[config.mk]
export PLATFORM = sky130hd
export DESIGN_NAME = issue_payload
export DESIGN_NICKNAME = d
export VERILOG_FILES = /design/src/rtl/issue_payload_pkg.sv /design/src/rtl/issue_payload_iq_free_list.sv /design/src/rtl/issue_payload.sv
export SDC_FILE = /design/constraint.sdc
export NUM_CORES = 1
export LEC_CHECK = 0
export CAP_MARGIN = 20
export CORE_ASPECT_RATIO = 0.8
export CORE_MARGIN = 5
export CORE_UTILIZATION = 40
export DETAILED_ROUTE_END_ITERATION = 12
export HOLD_SLACK_MARGIN = 0.06
export PLACE_DENSITY_LB_ADDON = 0.3
export REMOVE_ABC_BUFFERS = 1
export SYNTH_ARGS = -nofsm -noshare
export SYNTH_HDL_FRONTEND = slang
export SYNTH_SLANG_ARGS = --single-unit
[constraint.sdc]
create_clock -name clk -period 7.05 [get_ports clk]
set_clock_uncertainty 0.05 [all_clocks]
set_input_delay 1.41 -clock clk [delete_from_list [all_inputs] [get_ports clk]]
set_output_delay 1.41 -clock clk [all_outputs]
set_load 0.02 [all_outputs]
[src/rtl/issue_payload_pkg.sv]
// Shared types and constants for the issue payload slice.
// Payload layout and IQ sizing used by dispatch and execute.
package issue_payload_pkg;

  localparam int IqDepth = 4;
  localparam int IqW     = $clog2(IqDepth);

  typedef struct packed {
    logic [7:0]  op;
    logic [15:0] imm;
    logic [31:0] pc;
    logic [3:0]  flags;
  } IssuePayload_t;

  localparam int PayloadW = $bits(IssuePayload_t);

endpackage

[src/rtl/issue_payload_iq_free_list.sv]
// Circular FIFO of free IQ slot IDs.
// Re-initialised to 0..DEPTH-1 on reset or flush.
module iq_free_list
  import issue_payload_pkg::*;
#(
  parameter  int DEPTH = IqDepth,
  localparam int W     = $clog2(DEPTH)
) (
  input  logic         clk,
  input  logic         reset_,
  input  logic         init,
  input  logic         alloc,
  input  logic         free,
  input  logic [W-1:0] free_id,
  output logic [W-1:0] head_id,
  output logic [W:0]   cnt
);

  localparam logic [W:0] Full = (W+1)'(DEPTH);

  logic [W-1:0] fl_q [DEPTH];
  logic [W-1:0] fl_d [DEPTH];
  logic [W-1:0] head_q, head_d;
  logic [W-1:0] tail_q, tail_d;
  logic [W:0]   cnt_q, cnt_d;
  logic         free_ok;

  assign head_id = fl_q[head_q];
  assign cnt     = cnt_q;
  assign free_ok = free && (cnt_q != Full);

  always_comb begin
    fl_d   = fl_q;
    head_d = head_q;
    tail_d = tail_q;
    cnt_d  = cnt_q;
    if (init) begin
      for (int i = 0; i < DEPTH; i++)
        fl_d[i] = W'(i);
      head_d = '0;
      tail_d = '0;
      cnt_d  = Full;
    end else begin
      if (alloc)
        head_d = head_q + 1'b1;
      if (free_ok) begin
        fl_d[tail_q] = free_id;
        tail_d       = tail_q + 1'b1;
      end
      cnt_d = cnt_q - (W+1)'(alloc) + (W+1)'(free_ok);
    end
  end

  always_ff @(posedge clk) begin
    if (!reset_) begin
      for (int i = 0; i < DEPTH; i++)
        fl_q[i] <= W'(i);
      head_q <= '0;
      tail_q <= '0;
      cnt_q  <= Full;
    end else begin
      fl_q   <= fl_d;
      head_q <= head_d;
      tail_q <= tail_d;
      cnt_q  <= cnt_d;
    end
  end

  // A free with every ID already home is a scheduler bug; it is dropped.
  a_no_overfree: assert property (
    @(posedge clk) disable iff (!reset_)
    !(free && !init && cnt_q == Full)
  ) else $warning("iq_free_list: free with no outstanding id dropped");

endmodule

[src/rtl/issue_payload.sv]
// IQ slot ID owner and payload store beside the scheduler.
// Grants IDs at dispatch, stores payload, registers it toward execute.
module issue_payload
  import issue_payload_pkg::*;
#(
  parameter  int IQ_DEPTH = IqDepth,
  parameter  int PAYLOAD  = PayloadW,
  localparam int IQ       = $clog2(IQ_DEPTH)
) (
  input  logic               clk,
  input  logic               reset_,
  input  logic               flush_,
  input  logic               dec_req_,
  input  logic [PAYLOAD-1:0] dec_payload,
  output logic [IQ-1:0]      dec_iq_id,
  output logic               add_entry_,
  output logic               iq_full,
  output logic [IQ:0]        free_cnt,
  input  logic               issue_e_,
  input  logic [IQ-1:0]      issue_iq_id,
  output logic               exe_e_,
  output logic [IQ-1:0]      exe_iq_id,
  output logic [PAYLOAD-1:0] exe_payload
);

  logic               alloc;
  logic               issue_ok;
  logic [PAYLOAD-1:0] pl_q [IQ_DEPTH];

  logic               exe_e_q, exe_e_d;
  logic [IQ-1:0]      exe_id_q, exe_id_d;
  logic [PAYLOAD-1:0] exe_pl_q, exe_pl_d;

  assign iq_full    = (free_cnt == '0);
  assign add_entry_ = dec_req_ | iq_full | !flush_ | !reset_;
  assign alloc      = !add_entry_;
  assign issue_ok   = !issue_e_ && flush_;

  iq_free_list #(
    .DEPTH(IQ_DEPTH)
  ) u_free_list (
    .clk     (clk),
    .reset_  (reset_),
    .init    (!flush_),
    .alloc   (alloc),
    .free    (issue_ok),
    .free_id (issue_iq_id),
    .head_id (dec_iq_id),
    .cnt     (free_cnt)
  );

  // Payload array is not reset; every slot is written before it issues.
  always_ff @(posedge clk) begin
    if (alloc)
      pl_q[dec_iq_id] <= dec_payload;
  end

  always_comb begin
    exe_e_d  = !issue_ok;
    exe_id_d = exe_id_q;
    exe_pl_d = exe_pl_q;
    if (issue_ok) begin
      exe_id_d = issue_iq_id;
      exe_pl_d = pl_q[issue_iq_id];
    end
  end

  always_ff @(posedge clk) begin
    if (!reset_) begin
      exe_e_q  <= 1'b1;
      exe_id_q <= '0;
      exe_pl_q <= '0;
    end else begin
      exe_e_q  <= exe_e_d;
      exe_id_q <= exe_id_d;
      exe_pl_q <= exe_pl_d;
    end
  end

  assign exe_e_      = exe_e_q;
  assign exe_iq_id   = exe_id_q;
  assign exe_payload = exe_pl_q;

endmodule

==> run metrics, run 1 <==
ratio of cells with drive above 1 in the final layout=between 10% and 20%; Pleak=about 4.7 nW; Synth Flop Type=edfxtp_1; Worst Path Arrival=between 3 and 4 ns; Root Buffer Master=clkbuf_16; cell area after synthesis=around 11,000 µm²; switching share of power=20.0%; cell count after synthesis=550; Slew Viols, Final=0; M3 GR Usage=3.69%; clk_lat worst skew=approximately 0.53 ns; Total Nets Final=766; IO Port Bufs=around 140; register area share after synthesis=about three quarters; vias in the first global route=approximately 6,300; TritonCTS buffer count=30; Slew HR=33.6%; Worst Setup End Kind=output port; Max Fclk=0.223 GHz; # clock sinks=318; Clock Path Buffers=3; worst hold path depth=2; height of the die=161 µm; Resize count post-CTS=0; met2 Usage GRT=23.7%; initial antenna violation count=0; Chip Width=about 200 µm; Synth Area in Compound Gates=5.12%; simple-gate area share of the yosys netlist=2.00%; GR peak layer=met2; GRT overflow=0; Initial Utilization=40.5%; Worst Reg-to-Reg Cells=10; met1 global-route usage=around a fifth; RSZ-0062 raised after global routing=false; number of diodes=0; WL/cell=approximately 21 µm; EDFF count, synth=240; Worst-path clk slew=0.06 ns; Initial DRC Count=330; cts hold-fix bufs=0; critical path fanouts, max=9; Fin. Hold Viols=0; Peak VDD IR=0.000190 V; max_cap viols=0; mux cell area share after synthesis=12.9%; Power Density=around 280 nW/µm²; Synthesis Warnings=0; Layout area overhead=23.4%; Post-Synth XOR/XNOR Area=less than 1%; Post-Place Worst Slack=2.55 ns; DP Area=13,100 µm²; CP required=approximately 5.6 ns; Setup TNS=0 ns; Remaining DRCs=0; Finished Cell Area=14,100 µm²; final count of negative-setup-slack endpoints=0; asr flop ratio synth=0%; Seq cells post-synth=318; Avg Cell Area, Syn=20.8 µm²; Rows=55; Net Switching=0.000792 W; number of setup buffers added after CTS=0; Setup CP Type=in -> out; largest family of logic cells by synthesized area=multiplexers; Core Area=roughly 28,000 µm²; Placer Congestion=0.702; Post-Route WL=between 20 and 25 mm; Synth Area in Adders=0.830%; CTS tree=done; post-route ant nets=0; DRT Pass-1 Iters=4; # H-tree levels=1; first-pass GRT wire length=35.7 mm; Synth area leaders=edfxtp_1, dfxtp_1, mux4_2; DP HPWL=12.4 mm; # IOs=about 140; logic gate share of total power=under 10%; vias per inst=5.18; Vias=5,628; Final Cycle Share=63.7%; CP Launch Type=primary input; worst hold path class=reg -> reg; post-layout min period=4.49 ns; largest net degree at the start of global routing=64; most frequent cell after synthesis=edfxtp_1; status=complete, no violations; Clock Power Share=42.1%; die area=between 30,000 and 40,000 µm²; share of the synthesized area in the top cell type=between 60% and 70%; Final WS setup=2.56 ns; Total Routing Usage GR=roughly 14%; Worst-Margin Slew=0.995 ns; Post-synth top cells=edfxtp_1, dfxtp_1, mux4_2, a22o_1, buf_6; cell taking the most area after synthesis=edfxtp_1; Int Power=0.00317 W; post-synth cell types=33; Seq pwr share=between 50% and 60%
## stage by stage
step                      instances  power (W)  hold WS [ns]  utilization, %
after floorplan                 518    0.00220         0.382               -
after global placement         1030    0.00233         0.392            46.3
after detailed placement       1030    0.00234         0.407            46.3
after CTS                      1086    0.00401         0.417            50.0
after global routing           1086    0.00410         0.445            50.0
final                          1086    0.00396         0.415            50.0
## per-layer routing
metal	vias up	part of all wire, %
met3	27	6.6
met4	0	1.2
met1	2937	44
met2	143	48
met5	-	0
li1	2521	-
## flip-flops by register name (all words and copies together), names as in the netlist
register	count
pl_q	240
u_free_list.fl_q	8
exe_e_	1
u_free_list.tail_q	2
u_free_list.cnt	3
u_free_list.head_q	2
exe_iq_id	2
exe_payload	60
## power by group through the flow
stage | sequential (W) | clock, W | combinational [W]
global placement | 0.00210 | 0 | 0.000230
finish | 0.00206 | 0.00167 | 0.000231
detailed placement | 0.00210 | 0 | 0.000235
floorplan | 0.00212 | 0 | 0.0000779
global route | 0.00206 | 0.00178 | 0.000251
CTS | 0.00206 | 0.00171 | 0.000236
## cell families after synthesis
kind of cell / after synthesis
flip-flops: 318
AO/OA/AOI/OAI: 70
multiplexers: 70
AND/OR/NAND/NOR: 42
buffers and inverters: 41
adder cells (fa/ha/maj): 7
XOR/XNOR: 2
## cell usage in the layout (no fill, tap or decap), types with 3 or more instances in the layout
cell type / count
a22o_1: 60
clkdlybuf4s50_1: 134
a21oi_1: 3
nand2_1: 12
clkinv_2: 4
mux2i_1: 8
inv_1: 8
clkbuf_1: 4
dfxtp_1: 78
mux4_2: 62
ha_1: 6
buf_4: 8
clkinv_1: 5
clkinvlp_4: 4
nand3_1: 5
clkbuf_16: 31
o21ai_0: 3
edfxtp_1: 240
nor2_1: 7
bufinv_16: 5
## area by class of cell
cell class / instances / area (µm²)
repair buffers: 142 / 1400
multi-input cells: 191 / 2430
fillers: 2296 / 14100
clock inverters: 19 / 228
flip-flops and latches: 318 / 8770
well taps: 370 / 463
inverters: 9 / 33.8
clock buffers: 37 / 818
## critical path, cell delays in order
cell	delay, ns
clkdlybuf4s50_1	0.58
nand3b_1	0.13
or2_1	0.33
clkdlybuf4s50_1	0.58
## final timing paths
check | start | endpoint | slack [ns]
max | reset_ | add_entry_ | 2.56
max reg2reg | u_free_list.cnt[1]$_SDFF_PN0_ | u_free_list.cnt[2]$_SDFF_PN1_ | 4.46
min | u_free_list.fl_q[2]$_SDFFE_PN0P_ | u_free_list.fl_q[2]$_SDFFE_PN0P_ | 0.41
min reg2reg | u_free_list.fl_q[2]$_SDFFE_PN0P_ | u_free_list.fl_q[2]$_SDFFE_PN0P_ | 0.41
(Power assumes the default switching activity.)
==> inputs of run 2 (changes only) <==
==> constraint.sdc (replaced) <==
create_clock -name clk -period 3.8 [get_ports clk]
set_clock_uncertainty 0.05 [all_clocks]
set_input_delay 0.76 -clock clk [delete_from_list [all_inputs] [get_ports clk]]
set_output_delay 0.76 -clock clk [all_outputs]
set_load 0.02 [all_outputs]
==> run 2 against run 1 <==
  * Register-to-register slack lost 3.3 ns
  * Final area up 0.75%
  * Global-route usage down 0.20 points
  * Count of clock-buffer cells in the layout is 5 higher
  * Critical path depth stayed put
  * Core utilization up 0.38 points
  * Die area unchanged
  * Largest cell class unchanged
  * Largest power group unchanged
==> run metrics, run 2 (same netlist as run 1, synthesis figures left out) <==
Vias=5,655; max_cap viols=0; ratio of cells with drive above 1 in the final layout=18.4%; Initial DRC Count=roughly 280; largest net degree at the start of global routing=64; Biggest register=pl_q; cts hold-fix bufs=0; first-pass GRT wire length=35.0 mm; vias in the first global route=6,021; Finished Cell Area=14,200 µm²; Setup CP Type=in -> out; Resize count post-CTS=0; Setup TNS=0 ns; DRT Pass-1 Iters=4; Final Cycle Share=a little over four fifths; # IOs=137; CP Launch Type=primary input; IO Port Bufs=136; number of fill cells=2,292; Final WS setup=0.571 ns; # clock sinks=318; Slew Viols, Final=0; die area=32,100 µm²; Worst-path clk slew=approximately 0.060 ns; commonest cells after routing, fill and taps aside=edfxtp_1, clkdlybuf4s50_1, dfxtp_1; Rows=between 50 and 60; status=complete, no violations; number of diodes=0; Finished Layout Cells=1,091; Slew HR=34.8%; WL/cell=~21 µm; Max Fclk=between 0.3 and 0.4 GHz; Total Nets Final=770; Chip Width=199 µm; final count of negative-setup-slack endpoints=0; Placer Congestion=0.736; number of flip-flops in the largest register=240; Post-Route WL=22.8 mm; worst hold path class=reg -> reg; # H-tree levels=1; Remaining DRCs=0; height of the die=161 µm; Total Routing Usage GR=14.0%; Worst R2R Setup Slack=about 1.2 ns; Post-Place Worst Slack=0.479 ns; Worst-Margin Slew=0.978 ns; clk_lat worst skew=0.54 ns; RSZ-0062 raised after global routing=false; Pleak=around 4.7 nW; Inst Count DP=1,033; critical path fanouts, max=9; Worst Path Arrival=2.42 ns; overall power=0.00736 W; GRT overflow=0; Power Density=517 nW/µm²; Peak VDD IR=0.000334 V; initial antenna violation count=0; DP HPWL=13.9 mm; CTS tree=done; Layout area overhead=24.3%; Core Area=28,300 µm²; vias per inst=5.18; post-layout min period=around 3.2 ns; post-route ant nets=0; DP Area=13,200 µm²; Fin. Hold Viols=0; Worst Setup End Kind=output port; number of setup buffers added after CTS=0; Initial Utilization=40.5%; TritonCTS buffer count=31; Clock Path Buffers=3; Root Buffer Master=clkbuf_16; CP required=2.99 ns; commonest non-fill, non-tap cell in the layout=edfxtp_1
[run 2: cell types whose count changed in the layout (fill, tap and decap cells not counted), sizes merged]
cell,delta
clkbuf,+5
buf,+3
clkinv,-2
bufinv,-1
clkinvlp,-1
inv,+1
[run 2: through the flow]
step / hold WS [ns] / util, %
after floorplan: 0.382 / -
after global placement: 0.393 / 46.6
after detailed placement: 0.407 / 46.6
after CTS: 0.424 / 50.4
after global routing: 0.442 / 50.4
final: 0.421 / 50.4
[run 2: final cells by class]
cell class	instances	area (µm²)	area share, %
Sequential cell	318	8770	61.5
Multi-Input combinational cell	191	2430	17.0
Timing Repair Buffer	145	1500	10.5
Clock buffer	42	857	6.02
Tap cell	370	463	3.25
Clock inverter	16	198	1.39
Inverter	9	33.8	0.237
[run 2: routing by layer]
metal | vias to the layer above | routed length [µm] | global-route usage [%] | share of wire, %
li1 | 2547 | - | - | -
met1 | 2907 | 9940 | 19.3 | 44
met2 | 170 | 11200 | 23.5 | 49
met3 | 31 | 1260 | 2.71 | 5.5
met4 | 0 | 435 | 2.77 | 1.9
met5 | - | 0 | 0 | 0
[run 2: power breakdown]
group	internal [W]	switching, W
clock network	0.00186	0.00125
logic	0.000223	0.000216
registers	0.00379	0.0000282
[run 2: path summary, 6_finish.rpt]
check                                                       from                          endpoint  cells past startpoint
worst min register to register  u_free_list.fl_q[6]$_SDFFE_PN0P_  u_free_list.fl_q[6]$_SDFFE_PN0P_                      2
worst min-delay path            u_free_list.fl_q[6]$_SDFFE_PN0P_  u_free_list.fl_q[6]$_SDFFE_PN0P_                      2
worst max-delay path                                      reset_                        add_entry_                      4
worst max register to register     u_free_list.cnt[1]$_SDFF_PN0_     u_free_list.cnt[2]$_SDFF_PN1_                     10
[run 2: worst max-delay path: stages]
cell and delay (ns):
clkdlybuf4s50_1 0.62, nand3b_1 0.14, or2_1 0.32, clkdlybuf4s50_1 0.57
